[src/rtl/rv32v_mem_sequencer.sv]
// Vector memory micro-op sequencer: serialises NUM_LANES element accesses onto a scalar LSC port.
// Optional build macro RV32V_MEM_COALESCE_EN merges same-word unit-stride 8b/16b lanes into one access.
module rv32v_mem_sequencer #(
  parameter int NUM_LANES = 4,
  parameter int UOP_W     = 5,
  localparam int LW       = $clog2(NUM_LANES)
) (
  input  logic                      CLK,
  input  logic                      nRST,
  input  logic                      start,
  input  logic                      is_store,
  input  logic [1:0]                mode,
  input  logic [UOP_W-1:0]          uop_num,
  input  logic [31:0]               base,
  input  logic [31:0]               stride,
  input  logic [1:0]                veew,
  input  logic [NUM_LANES-1:0]      lane_mask,
  input  logic [NUM_LANES*32-1:0]   lane_index,
  input  logic [NUM_LANES*32-1:0]   lane_wdata,
  input  logic                      lsc_ready,
  input  logic [31:0]               lsc_rdata,
  output logic                      lsc_ren,
  output logic                      lsc_wen,
  output logic [31:0]               lsc_addr,
  output logic [3:0]                lsc_byte_en,
  output logic [31:0]               lsc_wdata,
  output logic [LW-1:0]             cur_lane,
  output logic [NUM_LANES-1:0]      ld_valid,
  output logic [NUM_LANES*32-1:0]   ld_data,
  output logic                      busy,
  output logic                      done,
  output logic                      misalign
);

  typedef enum logic [1:0] {
    ST_IDLE  = 2'd0,
    ST_ISSUE = 2'd1,
    ST_DONE  = 2'd2
  } state_t;

  // The reserved width code 11 is handled as 32-bit.
  function automatic logic [1:0] ew_eff(input logic [1:0] ew);
    return (ew == 2'b11) ? 2'b10 : ew;
  endfunction

  function automatic logic is_misaligned(input logic [1:0] ew, input logic [1:0] a);
    case (ew_eff(ew))
      2'b00:   return 1'b0;
      2'b01:   return a[0];
      default: return |a;
    endcase
  endfunction

  function automatic logic [3:0] byte_en(input logic [1:0] ew, input logic [1:0] a);
    case (ew_eff(ew))
      2'b00:   return 4'b0001 << a;
      2'b01:   return a[1] ? 4'b1100 : 4'b0011;
      default: return 4'b1111;
    endcase
  endfunction

  function automatic logic [31:0] rep_data(input logic [1:0] ew, input logic [31:0] d);
    case (ew_eff(ew))
      2'b00:   return {4{d[7:0]}};
      2'b01:   return {2{d[15:0]}};
      default: return d;
    endcase
  endfunction

  function automatic logic [31:0] be_expand(input logic [3:0] be);
    return {{8{be[3]}}, {8{be[2]}}, {8{be[1]}}, {8{be[0]}}};
  endfunction

  function automatic logic [31:0] ld_extract(input logic [1:0] ew, input logic [1:0] a,
                                             input logic [31:0] rd);
    logic [31:0] sh;
    sh = rd >> {a, 3'b000};
    case (ew_eff(ew))
      2'b00:   return {24'h000000, sh[7:0]};
      2'b01:   return {16'h0000, sh[15:0]};
      default: return rd;
    endcase
  endfunction

  function automatic logic [31:0] lane_addr(input logic [1:0] md, input logic [31:0] b,
                                            input logic [31:0] st, input logic [31:0] idx,
                                            input logic [31:0] e, input logic [1:0] ew);
    case (md)
      2'b01:   return b + e * st;
      2'b10:   return b + idx;
      default: return b + (e << ew_eff(ew));
    endcase
  endfunction

  state_t                    state_q;
  logic                      store_q;
  logic [1:0]                mode_q;
  logic [UOP_W-1:0]          uop_q;
  logic [31:0]               base_q;
  logic [31:0]               stride_q;
  logic [1:0]                veew_q;
  logic [NUM_LANES*32-1:0]   index_q;
  logic [NUM_LANES*32-1:0]   wdata_q;
  logic [NUM_LANES-1:0]      pending_q;
  logic [NUM_LANES-1:0]      group_q;
  logic [LW-1:0]             lane_q;
  logic                      ren_q;
  logic                      wen_q;
  logic [31:0]               addr_q;
  logic [3:0]                be_q;
  logic [31:0]               lwdata_q;
  logic [NUM_LANES-1:0]      ld_valid_q;
  logic [NUM_LANES*32-1:0]   ld_data_q;
  logic                      busy_q;
  logic                      done_q;
  logic                      misalign_q;

  logic                      idle_s;
  logic                      c_store_s;
  logic [1:0]                c_mode_s;
  logic [UOP_W-1:0]          c_uop_s;
  logic [31:0]               c_base_s;
  logic [31:0]               c_stride_s;
  logic [1:0]                c_veew_s;
  logic [NUM_LANES*32-1:0]   c_index_s;
  logic [NUM_LANES*32-1:0]   c_wdata_s;
  logic [31:0]               addr_s [NUM_LANES];
  logic [NUM_LANES-1:0]      mis_s;
  logic [NUM_LANES-1:0]      rem_s;
  logic [LW-1:0]             first_s;
  logic                      any_s;
  logic [NUM_LANES-1:0]      group_s;
  logic [3:0]                be_lane_s [NUM_LANES];
  logic [3:0]                be_s;
  logic [31:0]               wd_s;
  logic                      chain_s;

  // While idle the lane addresses are evaluated on the incoming micro-op, afterwards on the latched copy.
  always_comb begin
    idle_s     = (state_q == ST_IDLE);
    c_store_s  = idle_s ? is_store   : store_q;
    c_mode_s   = idle_s ? mode       : mode_q;
    c_uop_s    = idle_s ? uop_num    : uop_q;
    c_base_s   = idle_s ? base       : base_q;
    c_stride_s = idle_s ? stride     : stride_q;
    c_veew_s   = idle_s ? veew       : veew_q;
    c_index_s  = idle_s ? lane_index : index_q;
    c_wdata_s  = idle_s ? lane_wdata : wdata_q;
  end

  // Per-lane addresses, the set of lanes still to service and the next access group.
  always_comb begin
    mis_s   = {NUM_LANES{1'b0}};
    first_s = {LW{1'b0}};
    any_s   = 1'b0;
    group_s = {NUM_LANES{1'b0}};
    be_s    = 4'b0000;
    wd_s    = 32'h0000_0000;
    chain_s = 1'b0;
    for (int l = 0; l < NUM_LANES; l++) begin
      addr_s[l] = lane_addr(c_mode_s, c_base_s, c_stride_s, c_index_s[l*32 +: 32],
                            (32'(c_uop_s) << LW) | 32'(l), c_veew_s);
      mis_s[l]  = is_misaligned(c_veew_s, addr_s[l][1:0]);
    end
    // Misaligned active lanes never enter the pending set, so they are skipped without an access.
    if (idle_s) begin
      rem_s = lane_mask & ~mis_s;
    end else begin
      rem_s = pending_q & ~group_q;
    end
    for (int l = NUM_LANES - 1; l >= 0; l--) begin
      if (rem_s[l]) begin
        first_s = LW'(l);
        any_s   = 1'b1;
      end else begin
        any_s   = any_s;
      end
    end
    if (any_s) begin
      group_s[first_s] = 1'b1;
    end else begin
      group_s = {NUM_LANES{1'b0}};
    end
`ifdef RV32V_MEM_COALESCE_EN
    chain_s = any_s && (c_mode_s != 2'b01) && (c_mode_s != 2'b10) && (ew_eff(c_veew_s) != 2'b10);
    for (int l = 0; l < NUM_LANES; l++) begin
      if (LW'(l) > first_s) begin
        chain_s    = chain_s && rem_s[l] && (addr_s[l][31:2] == addr_s[first_s][31:2]);
        group_s[l] = chain_s;
      end else begin
        chain_s    = chain_s;
      end
    end
`endif
    for (int l = 0; l < NUM_LANES; l++) begin
      be_lane_s[l] = byte_en(c_veew_s, addr_s[l][1:0]);
      if (group_s[l]) begin
        be_s = be_s | be_lane_s[l];
        wd_s = wd_s | (rep_data(c_veew_s, c_wdata_s[l*32 +: 32]) & be_expand(be_lane_s[l]));
      end else begin
        be_s = be_s;
      end
    end
  end

  // Sequencer FSM with all LSC request and status outputs held in registers.
  always_ff @(posedge CLK or negedge nRST) begin
    if (!nRST) begin
      state_q    <= ST_IDLE;
      store_q    <= 1'b0;
      mode_q     <= 2'b00;
      uop_q      <= {UOP_W{1'b0}};
      base_q     <= 32'h0000_0000;
      stride_q   <= 32'h0000_0000;
      veew_q     <= 2'b00;
      index_q    <= {NUM_LANES*32{1'b0}};
      wdata_q    <= {NUM_LANES*32{1'b0}};
      pending_q  <= {NUM_LANES{1'b0}};
      group_q    <= {NUM_LANES{1'b0}};
      lane_q     <= {LW{1'b0}};
      ren_q      <= 1'b0;
      wen_q      <= 1'b0;
      addr_q     <= 32'h0000_0000;
      be_q       <= 4'b0000;
      lwdata_q   <= 32'h0000_0000;
      ld_valid_q <= {NUM_LANES{1'b0}};
      ld_data_q  <= {NUM_LANES*32{1'b0}};
      busy_q     <= 1'b0;
      done_q     <= 1'b0;
      misalign_q <= 1'b0;
    end else begin
      ld_valid_q <= {NUM_LANES{1'b0}};
      case (state_q)
        ST_IDLE: begin
          if (start) begin
            store_q    <= is_store;
            mode_q     <= mode;
            uop_q      <= uop_num;
            base_q     <= base;
            stride_q   <= stride;
            veew_q     <= veew;
            index_q    <= lane_index;
            wdata_q    <= lane_wdata;
            pending_q  <= rem_s;
            misalign_q <= |(lane_mask & mis_s);
            busy_q     <= 1'b1;
            if (any_s) begin
              state_q  <= ST_ISSUE;
              ren_q    <= ~is_store;
              wen_q    <= is_store;
              addr_q   <= {addr_s[first_s][31:2], 2'b00};
              be_q     <= be_s;
              lwdata_q <= wd_s;
              group_q  <= group_s;
              lane_q   <= first_s;
            end else begin
              state_q  <= ST_DONE;
              done_q   <= 1'b1;
              group_q  <= {NUM_LANES{1'b0}};
            end
          end
        end
        ST_ISSUE: begin
          if (lsc_ready) begin
            for (int l = 0; l < NUM_LANES; l++) begin
              if (group_q[l] && !store_q) begin
                ld_data_q[l*32 +: 32] <= ld_extract(veew_q, addr_s[l][1:0], lsc_rdata);
              end
            end
            ld_valid_q <= store_q ? {NUM_LANES{1'b0}} : group_q;
            pending_q  <= rem_s;
            if (any_s) begin
              addr_q   <= {addr_s[first_s][31:2], 2'b00};
              be_q     <= be_s;
              lwdata_q <= wd_s;
              group_q  <= group_s;
              lane_q   <= first_s;
            end else begin
              state_q  <= ST_DONE;
              done_q   <= 1'b1;
              ren_q    <= 1'b0;
              wen_q    <= 1'b0;
              addr_q   <= 32'h0000_0000;
              be_q     <= 4'b0000;
              lwdata_q <= 32'h0000_0000;
              group_q  <= {NUM_LANES{1'b0}};
            end
          end
        end
        ST_DONE: begin
          state_q <= ST_IDLE;
          done_q  <= 1'b0;
          busy_q  <= 1'b0;
        end
        default: begin
          state_q <= ST_IDLE;
          ren_q   <= 1'b0;
          wen_q   <= 1'b0;
          done_q  <= 1'b0;
          busy_q  <= 1'b0;
        end
      endcase
    end
  end

  assign lsc_ren     = ren_q;
  assign lsc_wen     = wen_q;
  assign lsc_addr    = addr_q;
  assign lsc_byte_en = be_q;
  assign lsc_wdata   = lwdata_q;
  assign cur_lane    = lane_q;
  assign ld_valid    = ld_valid_q;
  assign ld_data     = ld_data_q;
  assign busy        = busy_q;
  assign done        = done_q;
  assign misalign    = misalign_q;

endmodule

[config.mk]
export PLATFORM = sky130hd
export DESIGN_NAME = rv32v_mem_sequencer
export DESIGN_NICKNAME = d
export VERILOG_FILES = /design/src/rtl/rv32v_mem_sequencer.sv
export SDC_FILE = /design/constraint.sdc
export NUM_CORES = 2
export LEC_CHECK = 0
export ABC_AREA = 1
export CELL_PAD_IN_SITES_DETAIL_PLACEMENT = 2
export CELL_PAD_IN_SITES_GLOBAL_PLACEMENT = 2
export CORE_MARGIN = 5
export CORE_UTILIZATION = 33
export DETAILED_ROUTE_END_ITERATION = 12
export HOLD_SLACK_MARGIN = 0.1
export PLACE_DENSITY = 0.86
export SLEW_MARGIN = 20
export SYNTH_ARGS = -nofsm -noshare
export SYNTH_HDL_FRONTEND = slang
export SYNTH_SLANG_ARGS = --single-unit
[constraint.sdc]
create_clock -name CLK -period 8.3 [get_ports CLK]
set_clock_uncertainty 0.05 [all_clocks]
set_input_delay 1.245 -clock CLK [delete_from_list [all_inputs] [get_ports CLK]]
set_output_delay 1.245 -clock CLK [all_outputs]
set_load 0.01 [all_outputs]
# Yosys cells after proc, flatten, opt, wreduce, memory -nomap -nowiden
# Cells that the tools add are included.
[classes]
n_addsub = 12
n_mul = 4
n_lt_le_gt_ge = 3
n_eq_ne = 12
n_shift = 12
n_mux = 108
n_bitwise = 19
reduce_logical = 26
[op_table]
columns = ["cell", "count"]
rows = [
  ["32-bit case mux with 2 select lines", 14],
  ["32-bit 2-to-1 mux", 20],
  ["32-bit adder", 12],
  ["128-bit 2-to-1 mux", 2],
  ["32-bit bitwise AND", 4],
  ["7-bit by 2-bit left shift with 32-bit output", 4],
  ["32-bit by 5-bit right shift with 16-bit output", 4],
  ["32-bit OR", 3],
  ["4-bit 2-to-1 mux", 22],
  ["32-bit binary-select mux with 2-bit select", 1],
  ["7-bit by 32-bit multiplier with 32-bit output", 2],
  ["4-bit case mux with 2 select lines", 7],
  ["5-bit by 32-bit multiplier with 30-bit output", 1],
  ["6-bit by 32-bit multiplier with 31-bit output", 1],
  ["2-bit 2-to-1 mux", 15],
  ["3-bit AND reduction", 6],
  ["1-bit by 2-bit left shift with 4-bit output (first input constant)", 4],
  ["1-bit 2-to-1 mux", 15],
  ["4-bit bitwise AND", 3],
  ["4-bit OR", 3],
  ["1-bit case mux with 2 select lines", 6],
  ["2-bit by 1-bit == test with 1-bit output (second input constant)", 4],
  ["2-bit == test (second input constant)", 4],
  ["4-bit NOT", 2],
  ["other kinds (20)", 37],
]
[word_totals]
register_bits = 547
in_bits = 370
out_inout_bits = 207
wordCells = 221

# Logic depth before layout (Yosys ltp)
[logic_depth]
depth_word = 33
depth_mapped = 45
depth_no_buf = 39

# Worst setup path before layout
# Ideal clock, no wire load.
[synth_timing]
kind = "register -> register"
start = "reg state_q[1]"
end = "reg addr_q[30] (netlist: lsc_addr[30])"
setup_ns = 0.117
arrival_ns = 7.088
required_ns = 8.133
setup_slack_ns = 1.046
path_stages_with_launch = 42
n_path_buf = 6
period_less_slack_ns = 7.254
cell_sequence = "dfrtp_1 nor2_4 buf_6 buf_8 buf_6 buf_2 buf_2 buf_2 nand2_1 o21ai_1 inv_1 nor2_1 inv_1 fa_1 fa_1 inv_1 fa_1 ha_1 [... 6 more ...] nand3_1 nand2_1 nand4_1 nand2_1 xor2_1 ha_1 nand2_1 inv_1 a21boi_0 o21ai_0 a21oi_1 a21oi_1 o21ai_0 nor2_1 nor2_1 nand3_1 nand2_1 nand2_1"
[synth_between]
elab_chain_len = 23
elab_cells_between_ends = 71
cone_classes = "add/sub: 12; mul: 4; eq/ne: 8; shift: 4; mux: 32; bitwise: 3; reduce/logical: 8"
[synth_lines]
columns = ["element", "line", "text"]
rows = [
  ["from (decl)", "95", "state_t state_q;"],
  ["from (signal assigned)", "209", "state_q <= ST_IDLE;"],
  ["from (signal assigned)", "248", "state_q <= ST_ISSUE;"],
  ["from (signal assigned)", "257", "state_q <= ST_DONE;"],
  ["parallel branches: the longest is 23 deep, another holds 7-bit by 32-bit multiplier with 32-bit output", "-", ""],
  ["to (signal assigned)", "251", "addr_q <= {addr_s[first_s][31:2], 2'b00};"],
  ["to (signal assigned)", "273", "addr_q <= {addr_s[first_s][31:2], 2'b00};"],
  ["to (decl)", "109", "logic [31:0] addr_q;"],
]
# Several ways; the timed one is not identified. The select of a mux whose other input is x is not followed.
# A chain may end at the register's enable or synchronous reset.

# Final worst setup path
[layout_timing]
start = "in uop_num[1]"
end = "reg addr_q[21] (netlist: lsc_addr[21])"
[layout_between]
elab_chain_len = 20
elab_cells_between_ends = 51
cone_classes = "add/sub: 8; mul: 4; eq/ne: 1; shift: 4; mux: 26; bitwise: 3; reduce/logical: 5"
[layout_lines]
columns = ["element", "line", "text"]
rows = [
  ["from (decl)", "13", "input logic [UOP_W-1:0] uop_num,"],
  ["5-bit 2-to-1 mux (*)", "143", "c_uop_s = idle_s ? uop_num : uop_q;"],
  ["parallel branches: the longest is 19 deep, another holds 7-bit by 32-bit multiplier with 32-bit output", "-", ""],
]
# Mark *: on every way between the ends. The select of a mux whose other input is x is not followed.

==> impl_metrics.toml <==
[yosys]
synth.avg_cell_area_um2 = 6.81
ys_types = 67
ys_warn_count = 0
synth_cells = 8563
yosysSeqAreaShare_pct = 23.4
syn_area_mm2 = 0.0583
ys_ff_latch = 545

[timing]
setup_ws_ns = 0.103
hold_slack_ns = 0.434
timing.final.crit_share_pct = 98.8
finalHoldViolCount = 0
max_freq_ghz = 0.122
relSlewSlack_pct = 19.6
drv_slew = 0
post-route-min-period_ns = 8.20
tightest_slew_ns = 1.20
setup_viol = 0

[die]
rows = 154
dieHeight_um = 430
die-area_mm2 = 0.185
dieWidth_um = 430
initial_core_util_pct = 33.1
io_pins = 577
coreArea_mm2 = 0.176

[drt]
via_per_inst = 5.71
antenna_left = 0
wl_per_cell_um = 29.8
drt_iter0_markers = 5434
drc_errors = 0
routed_wl_um = 350000
via_count = 67216
firstDrtPassIters = 5

[critical_path]
path_max_fanout = 12
max_stage_delay_ns = 0.60
reg2regPathDepth = 34
cp_data_required_time_ns = 8.85
cpMostUsedCell = "nand2_1"
critical_path_class = "in -> reg"
crit_path_start_kind = "input pin"
cp-end-kind = "flip-flop"
arrival_ns = 8.75
cp_slowest_cell = "clkdlybuf4s50_1"

[cells_and_area]
drive_gt1_share_pct = 6.68
final_common_cell = "nand2_1"
design_area_mm2 = 0.0714
final_cell_mix = "2,052 x nand2_1, 1,411 x inv_1, 986 x o21ai_0"
num-nets-final = 10374
area_growth_pct = 22.5

[hold_path]
timing.hold.worst.class = "reg -> reg"
worstHoldPathCells = 2

[clock_tree]
clk_latency_ns = 0.72
path_clk_slew_ns = 0.07
clock_sinks = 545
cts_tree = "built"
clock-root-buffer = "clkbuf_16"
cts_htree_levels = 3
hold_buffers = 0
clk_path_buf_depth = 3
cts_inserted_buffers = 72

[job]
cap_violations = 0

[global_route]
grt_max_degree = 131
antenna_found_initial = 77
grt_pass1_vias = 72110
grt_pass1_wl_um = 495000
grt_use_met3_pct = 5.02
use_met2_pct = 56.9
grt_util_met1_pct = 46.3
busiest_layer = "met2"
grt_overflow_total = 0
track_usage_pct = 35.7

[placed_design]
numPortBuffers = 574
pre_cts_ws_ns = -0.437
place_area_mm2 = 0.0686
gp_congestion = 0.991
post-dp-hpwl_um = 279000

[run_status]
status = "finished, final reports clean"
[cells in the mapped netlist (all sizes together)]
cell type  instances  area [um2]
dfrtp            545       13600
nor2             731        2870
and2               1        6.26
nor4              13        81.3
nor3              68         340
mux2i              1        10.0
fa               354        7090
xor2              73         639
a31o              10        87.6
o221ai            26         240
a211oi            18         135
buf               83         538
nand2           2075        7880
clkbuf           213         801
nand3            380        1950
o311ai             2        17.5
a21oi            585        2960
o31ai              3        27.5
a2111oi            1        8.76
conb               1        3.75
o21ai           1052        5300
o22ai             31         194
a32o               1        10.0
a22oi              6        45.0
a21boi            18         135
ha               353        4420
o21a              21         165
xnor2             60         526
o211ai            63         473
clkinv             1        3.75
a221oi            12         105
a32oi              1        8.76
and3               3        18.8
nand3b            17         131
nand4            108         676
o21bai            35         263
o2111ai           19         166
a31oi             98         613
a21o              33         248
or2               15        96.4
inv             1433        5390
[through the flow]
stage	TNS (ns)	utilization, %	instances
after floorplan	0	-	8564
after global placement	-0.185	39.0	11556
after detailed placement	-3.26	39.0	11556
after CTS	0	40.4	11689
after global routing	-0.101	40.6	11759
final	0	40.6	11766
[registers in the layout (all words and copies together), names as in the netlist, 5 cells and up]
name / cells
base_q: 32
index_q: 128
ld_data: 128
lsc_addr: 30
lsc_wdata: 32
stride_q: 32
uop_q: 5
wdata_q: 128
[routing by layer]
layer | part of all wire [%] | vias up
met1 | 42 | 34500
met2 | 45 | 2703
met4 | 7.4 | 6
met5 | 0.011 | -
li1 | - | 29179
met3 | 6.2 | 828
[cells by family after synthesis]
group	synth area share (%)
compound gates	19.2
xor+xnor	2.00
fa+ha+maj	19.7
buf+inv	11.5
flops	23.4
mux	0.0172
other cells	0.00643
simple gates	24.1
[cell type report]
type	count	area [um2]
clock buffer	100	2040
timing repair buffer	955	8740
tap	2340	2930
antenna	70	175
clock inverter	33	459
sequential	545	13600
inverter	1434	5400
multi-input combinational	6289	38000
fill	20840	105000
[worst max-delay path, delay by kind of cell]
kind / cells / cell delay [ns]
AO/OA/AOI/OAI: 10 / 2.07
XOR/XNOR: 2 / 0.53
adder cells (fa/ha/maj): 6 / 2.15
buffers and inverters: 6 / 1.38
AND/OR/NAND/NOR: 12 / 1.38
[what timing repair did]
| item | in CTS | in global routing |
|---|---|---|
| endpoints found under the setup margin | 0 | 12 |
| gates resized for setup | 0 | 15 |
| setup buffers | 0 | 7 |
[final timing paths]
path                                   from  slack [ns]           end
worst max register to register   state_q[1]        0.19  lsc_addr[21]
min in group asynchronous              nRST        0.47  ld_data[118]
worst min-delay path            index_q[39]        0.43   index_q[39]
max in group asynchronous              nRST        5.89   index_q[88]
worst max-delay path             uop_num[1]        0.10  lsc_addr[21]
worst min register to register  index_q[39]        0.43   index_q[39]
Power is not shown: default switching activity piles up to over one toggle a cycle in this logic, so the estimate is an artifact.
